<file path="src/rtl/craps_controller.sv">
// craps_controller: game-control FSM for the craps dice datapath (roll requests, rules, status).
// Define CRAPS_STATS_EN to add saturating win/lose counters that persist across games.
module craps_controller #(
  parameter int unsigned TIMEOUT = 64,
  parameter int unsigned CNT_W   = 8
) (
  input  logic             i_clock,
  input  logic             i_reset,
  input  logic             i_roll_btn,
  input  logic [3:0]       i_sum,
  input  logic             i_sum_valid,
  output logic             o_roll_req,
  output logic             o_sp,
  output logic [3:0]       o_point,
  output logic             o_phase,
  output logic             o_busy,
  output logic             o_win,
  output logic             o_lose,
  output logic             o_err,
`ifdef CRAPS_STATS_EN
  output logic [CNT_W-1:0] o_win_count,
  output logic [CNT_W-1:0] o_lose_count,
`endif
  output logic [CNT_W-1:0] o_roll_count
);

  localparam int unsigned      WaitW    = (TIMEOUT > 1) ? $clog2(TIMEOUT) : 1;
  localparam logic [WaitW-1:0] WaitLast = WaitW'(TIMEOUT - 1);

  typedef enum logic [2:0] {
    StComeIdle,
    StComeWait,
    StPtIdle,
    StPtWait,
    StWin,
    StLose
  } state_e;

  state_e           r_state;
  logic             r_btn_q;
  logic [WaitW-1:0] r_wait_cnt;

  logic             w_press;
  logic             w_sum_legal;
  logic             w_natural;
  logic             w_craps;
  logic             w_win_entry;
  logic             w_lose_entry;
  logic [CNT_W-1:0] w_roll_inc;

  assign w_press     = i_roll_btn & ~r_btn_q;
  assign w_sum_legal = (i_sum >= 4'd2) && (i_sum <= 4'd12);
  assign w_natural   = (i_sum == 4'd7) || (i_sum == 4'd11);
  assign w_craps     = (i_sum == 4'd2) || (i_sum == 4'd3) || (i_sum == 4'd12);
  assign w_roll_inc  = (&o_roll_count) ? o_roll_count : o_roll_count + 1'b1;

  // Game-ending decisions; the point can never be 7, so win and lose are exclusive.
  assign w_win_entry  = i_sum_valid && w_sum_legal &&
                        (((r_state == StComeWait) && w_natural) ||
                         ((r_state == StPtWait) && (i_sum == o_point)));
  assign w_lose_entry = i_sum_valid && w_sum_legal &&
                        (((r_state == StComeWait) && w_craps) ||
                         ((r_state == StPtWait) && (i_sum == 4'd7)));

  always_ff @(posedge i_clock or posedge i_reset) begin
    if (i_reset) begin
      r_state      <= StComeIdle;
      r_btn_q      <= 1'b0;
      r_wait_cnt   <= '0;
      o_roll_req   <= 1'b0;
      o_sp         <= 1'b0;
      o_point      <= 4'd0;
      o_phase      <= 1'b0;
      o_busy       <= 1'b0;
      o_win        <= 1'b0;
      o_lose       <= 1'b0;
      o_err        <= 1'b0;
      o_roll_count <= '0;
    end else begin
      r_btn_q    <= i_roll_btn;
      o_roll_req <= 1'b0;
      o_sp       <= 1'b0;
      unique case (r_state)
        StComeIdle: begin
          if (w_press) begin
            o_roll_req   <= 1'b1;
            o_busy       <= 1'b1;
            o_err        <= 1'b0;
            o_roll_count <= w_roll_inc;
            r_wait_cnt   <= '0;
            r_state      <= StComeWait;
          end
        end
        StPtIdle: begin
          if (w_press) begin
            o_roll_req   <= 1'b1;
            o_busy       <= 1'b1;
            o_err        <= 1'b0;
            o_roll_count <= w_roll_inc;
            r_wait_cnt   <= '0;
            r_state      <= StPtWait;
          end
        end
        StWin, StLose: begin
          if (w_press) begin
            o_win        <= 1'b0;
            o_lose       <= 1'b0;
            o_point      <= 4'd0;
            o_phase      <= 1'b0;
            o_err        <= 1'b0;
            o_roll_count <= CNT_W'(1);
            o_roll_req   <= 1'b1;
            o_busy       <= 1'b1;
            r_wait_cnt   <= '0;
            r_state      <= StComeWait;
          end
        end
        StComeWait, StPtWait: begin
          if (i_sum_valid) begin
            o_busy <= 1'b0;
            if (!w_sum_legal) begin
              o_err   <= 1'b1;
              r_state <= (r_state == StComeWait) ? StComeIdle : StPtIdle;
            end else if (w_win_entry) begin
              o_win   <= 1'b1;
              r_state <= StWin;
            end else if (w_lose_entry) begin
              o_lose  <= 1'b1;
              r_state <= StLose;
            end else if (r_state == StComeWait) begin
              o_point <= i_sum;
              o_sp    <= 1'b1;
              o_phase <= 1'b1;
              r_state <= StPtIdle;
            end else begin
              r_state <= StPtIdle;
            end
          end else if (r_wait_cnt == WaitLast) begin
            o_busy  <= 1'b0;
            o_err   <= 1'b1;
            r_state <= (r_state == StComeWait) ? StComeIdle : StPtIdle;
          end else begin
            r_wait_cnt <= r_wait_cnt + 1'b1;
          end
        end
        default: r_state <= StComeIdle;
      endcase
    end
  end

`ifdef CRAPS_STATS_EN
  always_ff @(posedge i_clock or posedge i_reset) begin
    if (i_reset) begin
      o_win_count  <= '0;
      o_lose_count <= '0;
    end else begin
      if (w_win_entry && !(&o_win_count)) begin
        o_win_count <= o_win_count + 1'b1;
      end
      if (w_lose_entry && !(&o_lose_count)) begin
        o_lose_count <= o_lose_count + 1'b1;
      end
    end
  end
`endif

endmodule

</file>
<file path="config.mk">
export PLATFORM = sky130hd
export DESIGN_NAME = craps_controller
export DESIGN_NICKNAME = d
export VERILOG_FILES = /design/src/rtl/craps_controller.sv
export SDC_FILE = /design/constraint.sdc
export NUM_CORES = 1
export LEC_CHECK = 0
export ABC_AREA = 1
export ABC_CLOCK_PERIOD_IN_PS = 1600
export BUFFER_PORTS_ARGS = -buffer_cell sky130_fd_sc_hd__clkbuf_2
export CAP_MARGIN = 20
export CELL_PAD_IN_SITES_DETAIL_PLACEMENT = 0
export CELL_PAD_IN_SITES_GLOBAL_PLACEMENT = 2
export CORE_MARGIN = 5
export CORE_UTILIZATION = 31
export CTS_BUF_LIST = sky130_fd_sc_hd__clkbuf_8 sky130_fd_sc_hd__clkbuf_16
export DETAILED_ROUTE_END_ITERATION = 10
export GPL_ROUTABILITY_DRIVEN = 0
export PLACE_DENSITY_LB_ADDON = 0.1
export SLEW_MARGIN = 30
export SYNTH_ARGS = -nofsm -noshare
export SYNTH_HDL_FRONTEND = slang
export SYNTH_SLANG_ARGS = --single-unit
</file>
<file path="constraint.sdc">
create_clock -name i_clock -period 1.6 [get_ports i_clock]
set_input_delay 0.4 -clock i_clock [delete_from_list [all_inputs] [get_ports i_clock]]
set_output_delay 0.4 -clock i_clock [all_outputs]
set_load 0.02 [all_outputs]
</file>
After elaboration in Yosys (flattened, before gate mapping)
Index checks and enable logic that the tools add are counted.
{ "word_totals": {"register_bits": 29, "input_bits": 8, "output_inout_bits": 19, "wordCells": 134} }
{ "classes": {"n_addsub": 2, "order_cmp": 2, "n_eq_ne": 29, "mux": 56, "n_bitwise": 2, "reduce_logical": 31} }
{ "op_table": {"columns": ["cell", "n"], "rows": [
  ["$mux 1", 27],
  ["$mux 4", 6],
  ["$mux 8", 3],
  ["$ne 2x2->1 const B", 12],
  ["$mux 3", 7],
  ["$mux 6", 3],
  ["$pmux 8 s2", 1],
  ["$pmux 6 s2", 1],
  ["$reduce_and 4->1", 3],
  ["$pmux 1 s2", 5],
  ["$pmux 3 s3", 1],
  ["$add 8x1->8 const B", 1],
  ["$eq 4x2->1 const B", 2],
  ["$eq 4x4->1 const B", 2],
  ["$logic_and 1x1->1", 8],
  ["$pmux 4 s2", 1],
  ["$reduce_and 8->1", 1],
  ["$reduce_and 7->1", 1],
  ["$add 6x1->6 const B", 1],
  ["$eq 3x2->1 const B", 2],
  ["$eq 3x3->1 const B", 2],
  ["$eq 6x6->1 const B", 1],
  ["$ne 2x1->1 const B", 3],
  ["$ne 3x3->1 const B", 2],
  ["17 further kinds", 26]
]} }

Longest topological paths before layout
Gate-level depths: netlist of run 1.
{ "logic_depth": {"depth_word": 11, "depth_mapped": 11, "ltp_nobuf": 11} }

Worst setup path after synthesis of run 1
OpenSTA, ideal clock, no wires.
{ "synth_path": {"path_type": "reg2reg", "from": "register o_roll_count[1]", "to": "register o_roll_count[3]", "setup_time_ns": 0.074, "t_arrival_ns": 1.485, "required_ns": 1.526, "path_slack_ns": 0.041, "path_stages_with_launch": 7, "path_buffers": 1, "synth_period_minus_slack_ns": 1.559, "path_cell_list": "dfrtp_1 ha_1 nand4_1 o31ai_4 buf_6 nand2_1 o21ai_2"} }
{ "synth_between": {"elab_chain_len": 4, "word_cells_on_any_way": 7, "cone_classes": "1 x add/sub; 1 x eq/ne; 3 x mux; 2 x reduce/logical"} }
{ "synth_rtl": {"columns": ["element", "line_no", "text"], "rows": [
  ["from (decl)", "24", "output logic [CNT_W-1:0] o_roll_count"],
  ["from (signal assigned)", "89", "o_roll_count <= w_roll_inc;"],
  ["from (signal assigned)", "99", "o_roll_count <= w_roll_inc;"],
  ["$add 8x1->8", "55", "assign w_roll_inc = (&o_roll_count) ? o_roll_count : o_roll_count + 1'b1;"],
  ["$mux 8", "55", null],
  ["$mux 8", "85, 95", null],
  ["$pmux 8 s2", "83", "unique case (r_state)"]
]} }
Parallel ways exist; a longest one is shown, timed or not. The select of a mux whose other input is x is not followed.
A chain may end at the register's enable or synchronous reset.

Worst setup path in the final report of run 1
{ "layout_path": {"from": "register r_state[1]", "to": "register o_roll_count[6]"} }
{ "layout_between": {"elab_chain_len": 4, "word_cells_on_any_way": 12, "cone_classes": "6 x eq/ne; 1 x mux; 5 x reduce/logical"} }
{ "layout_rtl": {"columns": ["element", "line_no", "text"], "rows": [
  ["from (decl)", "39", "state_e r_state;"],
  ["from (signal assigned)", "67", "r_state <= StComeIdle;"],
  ["from (signal assigned)", "91", "r_state <= StComeWait;"],
  ["from (signal assigned)", "101", "r_state <= StPtWait;"],
  ["$eq 3x2->1, or another cell as far along", "83", null],
  ["$reduce_or 2->1 (on tied branches)", null, null],
  ["$ne 2x2->1 (no line), or another cell as far along", null, null],
  ["$reduce_and 4->1 (no line)", null, null]
]} }
Parallel ways exist; a longest one is shown, timed or not.

==> impl_metrics.env, run 1 <==
export IMPL_ys_ff_latch=29
export IMPL_synth_distinct_cells=26
export IMPL_grt_pass1_wl_mm=7.396
export IMPL_rsz0062_at_grt="no"
export IMPL_path_clk_slew_ps=70
export IMPL_fin_skew_ps=8.153
export IMPL_reg2reg_depth=9
export IMPL_syn_num_nets=237
export IMPL_r2r_slack_ps=150
export IMPL_layout_drive_gt1_share=0.3110
export IMPL_clock_sinks=29
export IMPL_vias_per_cell=4.453
export IMPL_grt_util_all_layers=0.1300
export IMPL_dr_pass1_iters=4
export IMPL_tightest_slew_ps=401.4
export IMPL_p_sw_mw=1.462
export IMPL_swShare=0.4083
export IMPL_seqPwrFrac=0.320
export IMPL_power_leakage_nw=1.221
export IMPL_synth_area_leaders="dfrtp_1, nand2_1, inv_1, nand3_1, nor2_1"
export IMPL_hpwl_mm=3.276
export IMPL_endpoint="o_roll_count[6]"
export IMPL_relSlewSlack=0.7324
export IMPL_nets=292
export IMPL_crit_type="reg -> reg"
export IMPL_most_common_layout_cells="nand2_1, dfrtp_1, clkbuf_2"
export IMPL_drv_slew=0
export IMPL_power_frac_comb=0.458
export IMPL_grt_overflow_total=0
export IMPL_report_final_hold_viol_count=0
export IMPL_avgRoutedWirePerCell_um=11.92
export IMPL_clkPwrFrac=0.222
export IMPL_vias=1572
export IMPL_clock_latency_ps=280
export IMPL_die_w_um=83.38
export IMPL_final_common_cell="nand2_1"
export IMPL_final_cells=353
export IMPL_drc=0
export IMPL_syn_inst=227
export IMPL_max_freq_mhz=689.8
export IMPL_cts_root_buf="clkbuf_8"
export IMPL_worst_slack_ps=150.3
export IMPL_yosysTopAreaCell="dfrtp_1"
export IMPL_crit_start="r_state[1]"
export IMPL_syn_area_per_cell_um2=7.353
export IMPL_drt_iter0_markers=33
export IMPL_crit_required_ps=1760
export IMPL_synth_seq_area_share=0.4348
export IMPL_final_cell_area_um2=2206
export IMPL_setup_viol=0
export IMPL_seq_area_um2=726.9
export IMPL_vdd_drop_max_mv=0.8173
export IMPL_areaGrowthSynthToFinish_pct=32.16
export IMPL_cts_tree="done"
export IMPL_port_buffers=26
export IMPL_preCtsSetupSlack_ps=-89.09
export IMPL_grt_pass1_vias=1587
export IMPL_timing_hold_ws_ps=171.6
export IMPL_die_area_um2=6951
export IMPL_drt_total_wl_mm=4.208
export IMPL_endpoint_kind="flip-flop"
export IMPL_antenna_found_initial=0
export IMPL_r2r_start="r_state[1]"
export IMPL_min_path_type="in -> async"
export IMPL_die_h_um=83.38
export IMPL_antenna_left=0
export IMPL_multi_input_area_um2=835.8
export IMPL_worst_ep_arrival_time_ps=1610
export IMPL_htree_levels=2
export IMPL_grt_max_degree=30
export IMPL_netlist_area_um2=1669
export IMPL_numCtsBuffers=5
export IMPL_initial_core_util=0.3227
export IMPL_cap_violations=0
export IMPL_worst_path_max_fanout=16
export IMPL_fill_cells=578
export IMPL_worst_r2r_endpoint="o_roll_count[6]"
export IMPL_synth_warnings=0
export IMPL_period_needed_ps=1450
export IMPL_run_status="finished clean"
export IMPL_dpl_instance_area_um2=2043
export IMPL_io_pins=27
export IMPL_final_core_utilization=0.4265
export IMPL_core_area_um2=5172
export IMPL_finalCritPeriodShare=0.9061
export IMPL_dp_cells=344
export IMPL_antenna_cells=0
export IMPL_hold_buffers=0
export IMPL_netlist_area_leader_share=0.4348
export IMPL_startpoint_type="flip-flop"
export IMPL_clk_path_buf_depth=2
export IMPL_internal_power_mw=2.118
export IMPL_rows=26
export IMPL_power_density_nw_per_um2=1623
==> synth_stat cells <==
library cell  instances
dfrtp_1              29
nand4_1               9
buf_6                 1
o21ai_2               4
a31o_2                2
inv_1                26
or2_2                 3
o31ai_4               1
nand3_1              16
nand2_1              88
nand2_2               4
o21ai_1               2
inv_2                 3
ha_1                  2
mux2i_1               1
nor2_1               16
nor2_4                1
o21bai_1              1
o21ai_0               7
xor2_1                2
buf_4                 1
nand3_2               1
xnor2_1               2
nor3_1                3
buf_2                 1
o21a_1                1
==> power groups by stage <==
stage               clock [mW]  combinational [mW]  sequential (mW)
CTS                      0.812                1.65             1.14
global placement             0                1.62             1.15
detailed placement           0                1.62             1.15
floorplan                    0               0.818             1.35
finish                   0.794                1.64             1.15
global route             0.859                1.84             1.18
==> area by class of cell <==
cell class	count	share of cell area
inverter	29	0.04935
sequential	29	0.3296
clock inverter	2	0.01531
timing repair buffer	51	0.1497
tap	70	0.03970
multi-input combinational	166	0.3789
clock buffer	6	0.03744
==> through the flow <==
stage               power (mW)  setup TNS (ps)
finish                   3.580               0
global route             3.885               0
CTS                      3.596               0
detailed placement       2.771          -465.5
global placement         2.766          -525.8
floorplan                2.169               0
==> state kept, by name, indices dropped and copies added, names as in the netlist <==
| name | count |
|---|---|
| o_busy | 1 |
| o_err | 1 |
| o_lose | 1 |
| o_phase | 1 |
| o_point | 4 |
| o_roll_count | 8 |
| o_roll_req | 1 |
| o_sp | 1 |
| o_win | 1 |
| r_btn_q | 1 |
| r_state | 3 |
| r_wait_cnt | 6 |
==> logic make-up after synthesis <==
group | after synthesis | synth area share
AND/OR/NAND/NOR | 141 | 0.3636
buffers and inverters | 32 | 0.07946
flip-flops | 29 | 0.4348
AO/OA/AOI/OAI | 18 | 0.08021
XOR/XNOR | 4 | 0.02099
adder cells (fa/ha/maj) | 2 | 0.01499
multiplexers | 1 | 0.005997
==> critical path, cell delays in order (launching register included) <==
cell	delay (ps)
dfrtp_2	440
inv_1	100
nand2_2	100
nand2_2	100
nand2_1	110
inv_2	130
o31ai_4	90
buf_12	150
nand2_1	50
o21ai_0	70
==> layer usage <==
metal,up-vias,GRT usage,part of all wire
met5,-,0,0
met4,0,0.04012,0.012
met3,5,0.03564,0.032
met2,18,0.2201,0.49
met1,726,0.1600,0.47
li1,823,-,-
==> timing repair <==
action | 4_1_cts | 5_1_grt
pin swaps | 1 | 0
resized for setup | 0 | 12
setup endpoints to repair | 8 | 21
setup buffers | 1 | 0
hold endpoints to repair | 0 | 0
==> how the worst min path moves through the flow <==
| stage | start | to | depth (start not counted) |
|---|---|---|---|
| 2_1_floorplan | i_roll_btn | r_btn_q | 0 |
| 3_3_place_gp | o_lose | o_lose | 2 |
| 3_5_place_dp | o_win | o_win | 2 |
| 4_1_cts | i_reset | o_roll_count[7] | 3 |
| 5_1_grt | i_reset | o_err | 3 |
| 6_report | i_reset | r_btn_q | 3 |
No activity file was read; power rests on OpenSTA's default activity.
==> inputs of run 2 (changes only) <==
--- a/config.mk
+++ b/config.mk
@@ -18,4 +18,5 @@
 export GPL_ROUTABILITY_DRIVEN = 0
 export PLACE_DENSITY_LB_ADDON = 0.1
+export SETUP_SLACK_MARGIN = 0.2
 export SLEW_MARGIN = 30
 export SYNTH_ARGS = -nofsm -noshare
==> constraint.sdc (replaced) <==
create_clock -name i_clock -period 1.6 [get_ports i_clock]
set_input_delay 0.08 -clock i_clock [delete_from_list [all_inputs] [get_ports i_clock]]
set_output_delay 0.08 -clock i_clock [all_outputs]
set_load 0.02 [all_outputs]
==> run 2 against run 1 <==
Clock skew is 4.4 ps lower. Highest routed layer unchanged. Register-to-register slack better by 100 ps. Critical endpoint is now r_wait_cnt[2]. Flip-flop and latch count stayed put. Total power is 7.2% higher. Clock power is 27% lower. Critical path type unchanged. Combinational power is 26% higher. Largest power group unchanged.
==> impl_metrics.env, run 2 (same netlist as run 1, synthesis figures left out) <==
export IMPL_run_status="finished clean"
export IMPL_clock_sinks=29
export IMPL_path_depth=10
export IMPL_clkPwrFrac=0.151
export IMPL_slowest_stage="dfrtp_1"
export IMPL_worst_slack_ps=254.9
export IMPL_fill_cells=528
export IMPL_dr_pass1_iters=4
export IMPL_rsz0062_at_grt="yes"
export IMPL_port_buffers=26
export IMPL_vdd_drop_max_mv=0.6819
export IMPL_grt_overflow_total=0
export IMPL_die_area_um2=6951
export IMPL_preCtsSetupSlack_ps=120.1
export IMPL_power_frac_comb=0.537
export IMPL_worst_ep_arrival_time_ps=1560
export IMPL_core_area_um2=5172
export IMPL_antenna_cells=0
export IMPL_report_final_hold_viol_count=0
export IMPL_seqPwrFrac=0.313
export IMPL_swShare=0.4340
export IMPL_multi_input_area_um2=997.2
export IMPL_vias=1611
export IMPL_die_w_um=83.38
export IMPL_crit_type="reg -> reg"
export IMPL_nets=307
export IMPL_relSlewSlack=0.7359
export IMPL_initial_core_util=0.3227
export IMPL_fin_skew_ps=3.741
export IMPL_dpl_instance_area_um2=2051
export IMPL_grt_pass1_vias=1599
export IMPL_crit_buf_inv=1
export IMPL_rows=26
export IMPL_largest_reg_flops=8
export IMPL_setup_viol=0
export IMPL_grt_pass1_wl_mm=7.396
export IMPL_most_common_layout_cells="nand2_1, buf_4, clkbuf_2"
export IMPL_grt_max_degree=30
export IMPL_die_h_um=83.38
export IMPL_antenna_left=0
export IMPL_grt_util_all_layers=0.1297
export IMPL_endpoint_kind="flip-flop"
export IMPL_finalCritPeriodShare=0.8407
export IMPL_tns_ps=0
export IMPL_final_cell_area_um2=2466
export IMPL_max_freq_mhz=743.4
export IMPL_min_path_type="in -> reg"
export IMPL_cap_violations=0
export IMPL_seq_area_um2=730.7
export IMPL_drc=0
export IMPL_reg2reg_depth=10
export IMPL_clk_path_buf_depth=2
export IMPL_max_stage_delay_ps=410
export IMPL_regMostFlops="o_roll_count"
export IMPL_drt_iter0_markers=32
export IMPL_cp_cell_sequence="ha_4 -> inv_4 -> nor2_4 -> nand3_2 -> nand2_2 -> nand2_2 -> nand2_4 -> o21bai_1 -> nand2_1 -> nor2_1"
export IMPL_power_leakage_nw=1.314
export IMPL_worst_path_max_fanout=4
export IMPL_vias_per_cell=4.378
export IMPL_internal_power_mw=2.172
export IMPL_startpoint_type="flip-flop"
export IMPL_layout_drive_gt1_share=0.4329
export IMPL_tightest_slew_ps=396.2
export IMPL_drt_total_wl_mm=4.298
export IMPL_numCtsBuffers=5
export IMPL_htree_levels=2
export IMPL_period_needed_ps=1345
export IMPL_clock_latency_ps=280
export IMPL_hold_path_depth=3
export IMPL_io_pins=27
export IMPL_cts_tree="done"
export IMPL_path_clk_slew_ps=70
export IMPL_p_sw_mw=1.666
export IMPL_critical_path_top_cell_by_count="nand2_2"
export IMPL_areaGrowthSynthToFinish_pct=47.75
export IMPL_drv_slew=0
export IMPL_path_delay_family="simple AND/OR/NAND/NOR gates"
export IMPL_avgRoutedWirePerCell_um=11.68
export IMPL_hpwl_mm=3.130
export IMPL_power_density_nw_per_um2=1556
export IMPL_reg_largest_list="o_roll_count (8), r_wait_cnt (6), o_point (4)"
export IMPL_antenna_found_initial=0
export IMPL_final_common_cell="nand2_1"
export IMPL_crit_required_ps=1810
export IMPL_cts_root_buf="clkbuf_8"
[run 2: cell count changes in the layout (fill, tap and decap cells not counted), moves of 3 or more]
cell	change
dfrtp_2	+3
o21ai_0	-4
buf_4	+9
o21ai_1	+3
buf_6	+5
nand2_1	-8
inv_1	-4
nand2_4	+8
nor2_1	-5
dfrtp_1	-3
nand3_1	-4
nand3_2	+3
nor2_4	+4
[run 2: cell type report]
cell class | instances | area share
well taps | 70 | 0.03551
multi-input cells | 166 | 0.4044
flip-flops and latches | 29 | 0.2963
clock buffers | 5 | 0.02790
clock inverters | 3 | 0.005581
inverters | 29 | 0.04617
repair buffers | 66 | 0.1842
[run 2: power groups by stage]
stage	clock network, mW	logic [mW]	registers [mW]
3_3_place_gp	0	1.59	1.19
2_1_floorplan	0	0.833	1.37
3_5_place_dp	0	1.57	1.18
6_report	0.578	2.06	1.20
4_1_cts	0.605	1.70	1.16
5_1_grt	0.641	2.30	1.24
[run 2: tightest hold or removal path, delay by kind of cell]
family / cells / cell delay (ps)
simple gates: 2 / 150
buf+inv: 1 / 130
[run 2: routing by layer]
metal | track usage | vias up | routed length, um
met5 | 0 | - | 0
met4 | 0.04012 | 0 | 37
met3 | 0.02772 | 4 | 143
met2 | 0.2077 | 22 | 2043
met1 | 0.1742 | 724 | 2073
li1 | - | 861 | -
[run 2: per-stage QoR]
step,cells,util,power (mW),hold WS [ps]
after floorplan,227,-,2.201,111.4
after global placement,343,0.3965,2.776,165.8
after detailed placement,343,0.3965,2.758,173.4
after CTS,357,0.4279,3.469,89.93
after global routing,368,0.4768,4.175,106.7
final,368,0.4768,3.837,110.1
[run 2: repair_timing]
item | 4_1_cts | 5_1_grt
resized for setup | 14 | 49
endpoints found under the hold margin | 30 | 0
pin swaps | 2 | 14
buffers inserted | 4 | 11
hold buffers | 2 | 0
setup endpoints to repair | 21 | 25
[run 2: path summary, 6_finish.rpt]
check	slack, ps	end	from
min in group asynchronous	410	o_roll_req	i_reset
max	250	r_wait_cnt[2]	r_wait_cnt[1]
max reg2reg	250	r_wait_cnt[2]	r_wait_cnt[1]
min reg2reg	470	o_phase	o_phase
min	110	o_point[2]	i_sum[2]
max in group asynchronous	880	o_roll_count[1]	i_reset
